## config.mk

```make
export PLATFORM = sky130hd
export DESIGN_NAME = lockstep_divergence_monitor
export DESIGN_NICKNAME = d
export VERILOG_FILES = /design/src/rtl/lockstep_divergence_monitor.sv
export SDC_FILE = /design/constraint.sdc
export NUM_CORES = 1
export LEC_CHECK = 0
export CORE_MARGIN = 3
export CORE_UTILIZATION = 28
export DETAILED_ROUTE_END_ITERATION = 10
export PLACE_DENSITY = 0.86
export SLEW_MARGIN = 25
export SYNTH_ARGS = -nofsm -noshare
export SYNTH_HDL_FRONTEND = slang
export SYNTH_SLANG_ARGS = --single-unit
```

## constraint.sdc

```tcl
create_clock -name clk -period 2.1 [get_ports clk]
set_input_delay 0.21 -clock clk [delete_from_list [all_inputs] [get_ports clk]]
set_output_delay 0.21 -clock clk [all_outputs]
set_load 0.02 [all_outputs]
```

## src/rtl/lockstep_divergence_monitor.sv

```systemverilog
// Run controller and divergence checker for N-copy lockstep harnesses.
// Sequences core reset / init window, compares lb ports vs copy 0, latches first divergence, gives a verdict.
module lockstep_divergence_monitor #(
    parameter int NCOPY        = 2,
    parameter int AW           = 32,
    parameter int DW           = 32,
    parameter int CNT_W        = 5,
    parameter int RESET_CYCLES = 2,
    parameter int INIT_CYCLES  = 8,
    parameter int CHECK_CYCLE  = 18,
    parameter int CHECK_MODE   = 0
) (
    input  logic                  clk,
    input  logic                  reset,
    input  logic [NCOPY-1:0]      lb_valid,
    input  logic [NCOPY*AW-1:0]   lb_addr,
    input  logic [NCOPY*DW-1:0]   lb_data,
    input  logic                  cmp_data_en,
    output logic                  core_reset,
    output logic                  init_window,
    output logic                  equiv_strobe,
    output logic                  diverge,
    output logic [NCOPY-1:0]      diverge_mask,
    output logic                  diverge_sticky,
    output logic [CNT_W-1:0]      first_div_cyc,
    output logic [NCOPY-1:0]      first_div_mask,
    output logic                  check_strobe,
    output logic                  check_fail,
    output logic                  done
);

    // state      | meaning
    // RESET_HOLD | cyc < RESET_CYCLES: cores held in reset, inputs ignored
    // RUN        | monitoring active, first divergence captured
    // CHECKED    | done = 1: verdict and capture frozen until reset

    localparam logic [CNT_W-1:0] CYC_MAX   = '1;
    localparam logic [CNT_W-1:0] RST_END   = CNT_W'(RESET_CYCLES);
    localparam logic [CNT_W-1:0] INIT_END  = CNT_W'(INIT_CYCLES);
    localparam logic [CNT_W-1:0] CHECK_CYC = CNT_W'(CHECK_CYCLE);

    logic [CNT_W-1:0] cyc;
    logic [NCOPY-1:0] mism;
    logic             active;

    assign core_reset   = (cyc < RST_END);
    assign init_window  = (cyc < INIT_END);
    assign equiv_strobe = (cyc == RST_END);
    assign check_strobe = (cyc == CHECK_CYC);
    assign active       = !core_reset && !done;

    // Addr/data only matter when both copies hold a valid entry.
    always_comb begin
        mism = '0;
        for (int i = 1; i < NCOPY; i++) begin
            mism[i] = (lb_valid[i] ^ lb_valid[0])
                    | (lb_valid[i] & lb_valid[0]
                       & ((lb_addr[i*AW +: AW] != lb_addr[AW-1:0])
                          | (cmp_data_en & (lb_data[i*DW +: DW] != lb_data[DW-1:0]))));
        end
    end

    assign diverge_mask = mism & {NCOPY{active}};
    assign diverge      = |diverge_mask;

    always_ff @(posedge clk or posedge reset) begin
        if (reset) begin
            cyc            <= '0;
            done           <= 1'b0;
            diverge_sticky <= 1'b0;
            check_fail     <= 1'b0;
            first_div_cyc  <= '0;
            first_div_mask <= '0;
        end else begin
            if (cyc != CYC_MAX)
                cyc <= cyc + 1'b1;
            if (active && diverge && !diverge_sticky) begin
                diverge_sticky <= 1'b1;
                first_div_cyc  <= cyc;
                first_div_mask <= diverge_mask;
            end
            // A divergence in the check cycle itself still counts in either mode.
            if (check_strobe && !done) begin
                check_fail <= (CHECK_MODE != 0) ? (diverge_sticky | diverge) : diverge;
                done       <= 1'b1;
            end
        end
    end

endmodule
```

==> impl_metrics.tcl <==
set metrics [dict create \
    status "completed" \
    critical_path.cell_chain "clkdlybuf4s50_1 -> xnor2_1 -> nand4_1 -> nor4_4 -> nand3_4 -> a21oi_4 -> nor2_4 -> buf_6" \
    totalWireLength_mm 6.78 \
    cts_made_buffers 3 \
    cap_violations 0 \
    synth_edf_count 0 \
    path_clk_slew_ns 0.05 \
    syn_avg_cell_area_um2 9.66 \
    tightestPinTransition_ns 0.523 \
    yosys_warnings 0 \
    area_delta_synth_final_pct 146 \
    finClkSkew_ns 0.00249 \
    clock_sinks 14 \
    yosysMostFrequentCell "xnor2_1" \
    setup_viol 0 \
    min_period_ns 2.01 \
    synth-async-reset-ratio 1.00 \
    hold_class "primary input to async pin" \
    yosys.area.top_type "dfrtp_1" \
    ant_nets 0 \
    tritoncts "yes" \
    cp.required_ns 1.89 \
    syn_inst 142 \
    core_region_area_um2 4530 \
    syn_area_um2 1370 \
    ioPinCount 150 \
    finalWorstSetupSlack_ns 0.0865 \
    synth_ff_type "dfrtp_1" \
    max_stage_delay_ns 0.49 \
    crit_type "primary input to primary output" \
    met3_length_um 403 \
    dp_hpwl_mm 5.31 \
    viasPerCell 4.51 \
    die_w_um 76.0 \
    layout-drive-gt1-share 0.140 \
    synth_cell_types 27 \
    first_global_vias 1708 \
    fin_crit_sh 0.959 \
    num-nets-final 439 \
    reg2reg_slack_ns 0.17 \
    wl_per_cell_um 18.5 \
    ys_seq_area_frac 0.255 \
    dieArea_um2 5770 \
    postCtsHoldBufs 0 \
    grt.total_usage 0.217 \
    ir_worst_vdd_uv 442 \
    drt_iter0_markers 24 \
    route.detailed.drc 0 \
    cpMaxStageDelayCell "clkdlybuf4s50_1" \
    cts_buffer_depth 2 \
    cp_max_fo 2 \
    cts_root_buffer "clkbuf_8" \
    die_h_um 76.0 \
    grt_pass1_wl_mm 9.78 \
    end_kind "primary output" \
    path_buf_inv 2 \
    post-place-ws_ns -0.645 \
    holdWs_ns 0.304 \
    overflow 0 \
    top_layer "met5" \
    pwr_density_cell_nw_per_um2 282 \
    wl_met1_mm 2.41 \
    portBuffers 147 \
    firstDrtPassIters 4 \
    rows 24 \
    initial_core_util 0.302 \
    ys_top_cells_by_area "dfrtp_1 26%, xnor2_1 22%, xor2_1 20%" \
    start_kind "primary input" \
    synth.top_cells.by_count "35 x xnor2_1, 32 x xor2_1, 14 x dfrtp_1" \
    leakage_uw 0.00206 \
    antenna_found_initial 3 \
    synth.ff_latch_count 14 \
    relSlewSlack 0.651 \
    synth_top_area_frac 0.255 \
    routabilityCongestion 0.821 \
    grt_start_max_net_pins 15 \
    num_vias 1654 \
    crit_family "simple AND/OR/NAND/NOR gates" \
    clk_latency_ns 0.24 \
    h-tree-depth 1 \
    routed-wl-met2_mm 3.77 \
    fmax_ghz 0.497 \
    final_hold_viol_count 0 \
    report.final.slew_viol_count 0 \
    worstPathArrival_ns 1.80 \
]
## final timing paths
check	cells past startpoint	to	startpoint
setup / recovery	8	diverge_mask[1]	lb_addr[54]
hold / removal	2	first_div_mask[1]	reset
setup reg to reg	7	first_div_cyc[0]	cyc[1]
hold reg to reg	1	first_div_mask[1]	first_div_mask[1]
max in group asynchronous	2	first_div_cyc[0]	reset
min in group clk	1	first_div_mask[1]	first_div_mask[1]
## per-stage QoR
stage	utilization	cells	setup TNS [ns]	cell area [um^2]	total power [uW]
after floorplan	-	143	0	1390	434
after global placement	0.652	357	-3.40	2960	736
after detailed placement	0.652	357	-3.86	2960	743
after CTS	0.682	366	0	3090	961
after global routing	0.744	367	-0.0288	3370	1010
final	0.744	367	0	3370	952
## state kept, by name, indices dropped and copies added (netlist names)
signal	count
check_fail	1
cyc	5
diverge_sticky	1
done	1
first_div_cyc	5
first_div_mask	1
## routing by layer
metal,vias to the layer above,GRT usage
met5,-,0
met4,2,0.0652
met3,18,0.0615
met2,71,0.405
met1,764,0.238
li1,799,-
## power breakdown
group / leakage [uW] / internal (uW) / total [uW] / switching [uW]
logic: 0.00188 / 288 / 451 / 163
clock network: 0.0000216 / 127 / 212 / 85.6
registers: 0.000152 / 282 / 289 / 6.10
## cell usage in the layout (no fill, tap or decap), drive strengths merged, types with 5 or more instances in the layout
| cell type | n |
|---|---|
| dlygate4sd2 | 21 |
| clkdlybuf4s15 | 10 |
| clkbuf | 5 |
| nor2 | 6 |
| xor2 | 32 |
| buf | 12 |
| mux2 | 6 |
| dfrtp | 14 |
| xnor2 | 35 |
| nand4 | 10 |
| nor4 | 11 |
| dlymetal6s2s | 87 |
| clkdlybuf4s50 | 25 |
## kinds of logic after synthesis
| group | synth area share |
|---|---|
| AO/OA/AOI/OAI | 0.0319 |
| XOR/XNOR | 0.428 |
| adder cells (fa/ha/maj) | 0.0365 |
| buffers and inverters | 0.0246 |
| flip-flops | 0.255 |
| multiplexers | 0.0566 |
| other | 0.00273 |
| AND/OR/NAND/NOR | 0.164 |
## cell type report
type,count,area (um^2)
tap,65,81.3
timing repair buffer,157,1750
inverter,3,11.3
multi-input combinational,123,1130
antenna,2,5.00
sequential,14,350
clock buffer,3,41.3
fill,309,1160
## repair_timing
item                                   CTS  global route
setup endpoints to repair                8            10
setup buffers                            6             0
resized for setup                       60           111
gates cloned                             0             0
pin swaps                               25            58
endpoints found under the hold margin    0             0
(Power assumes the default switching activity.)
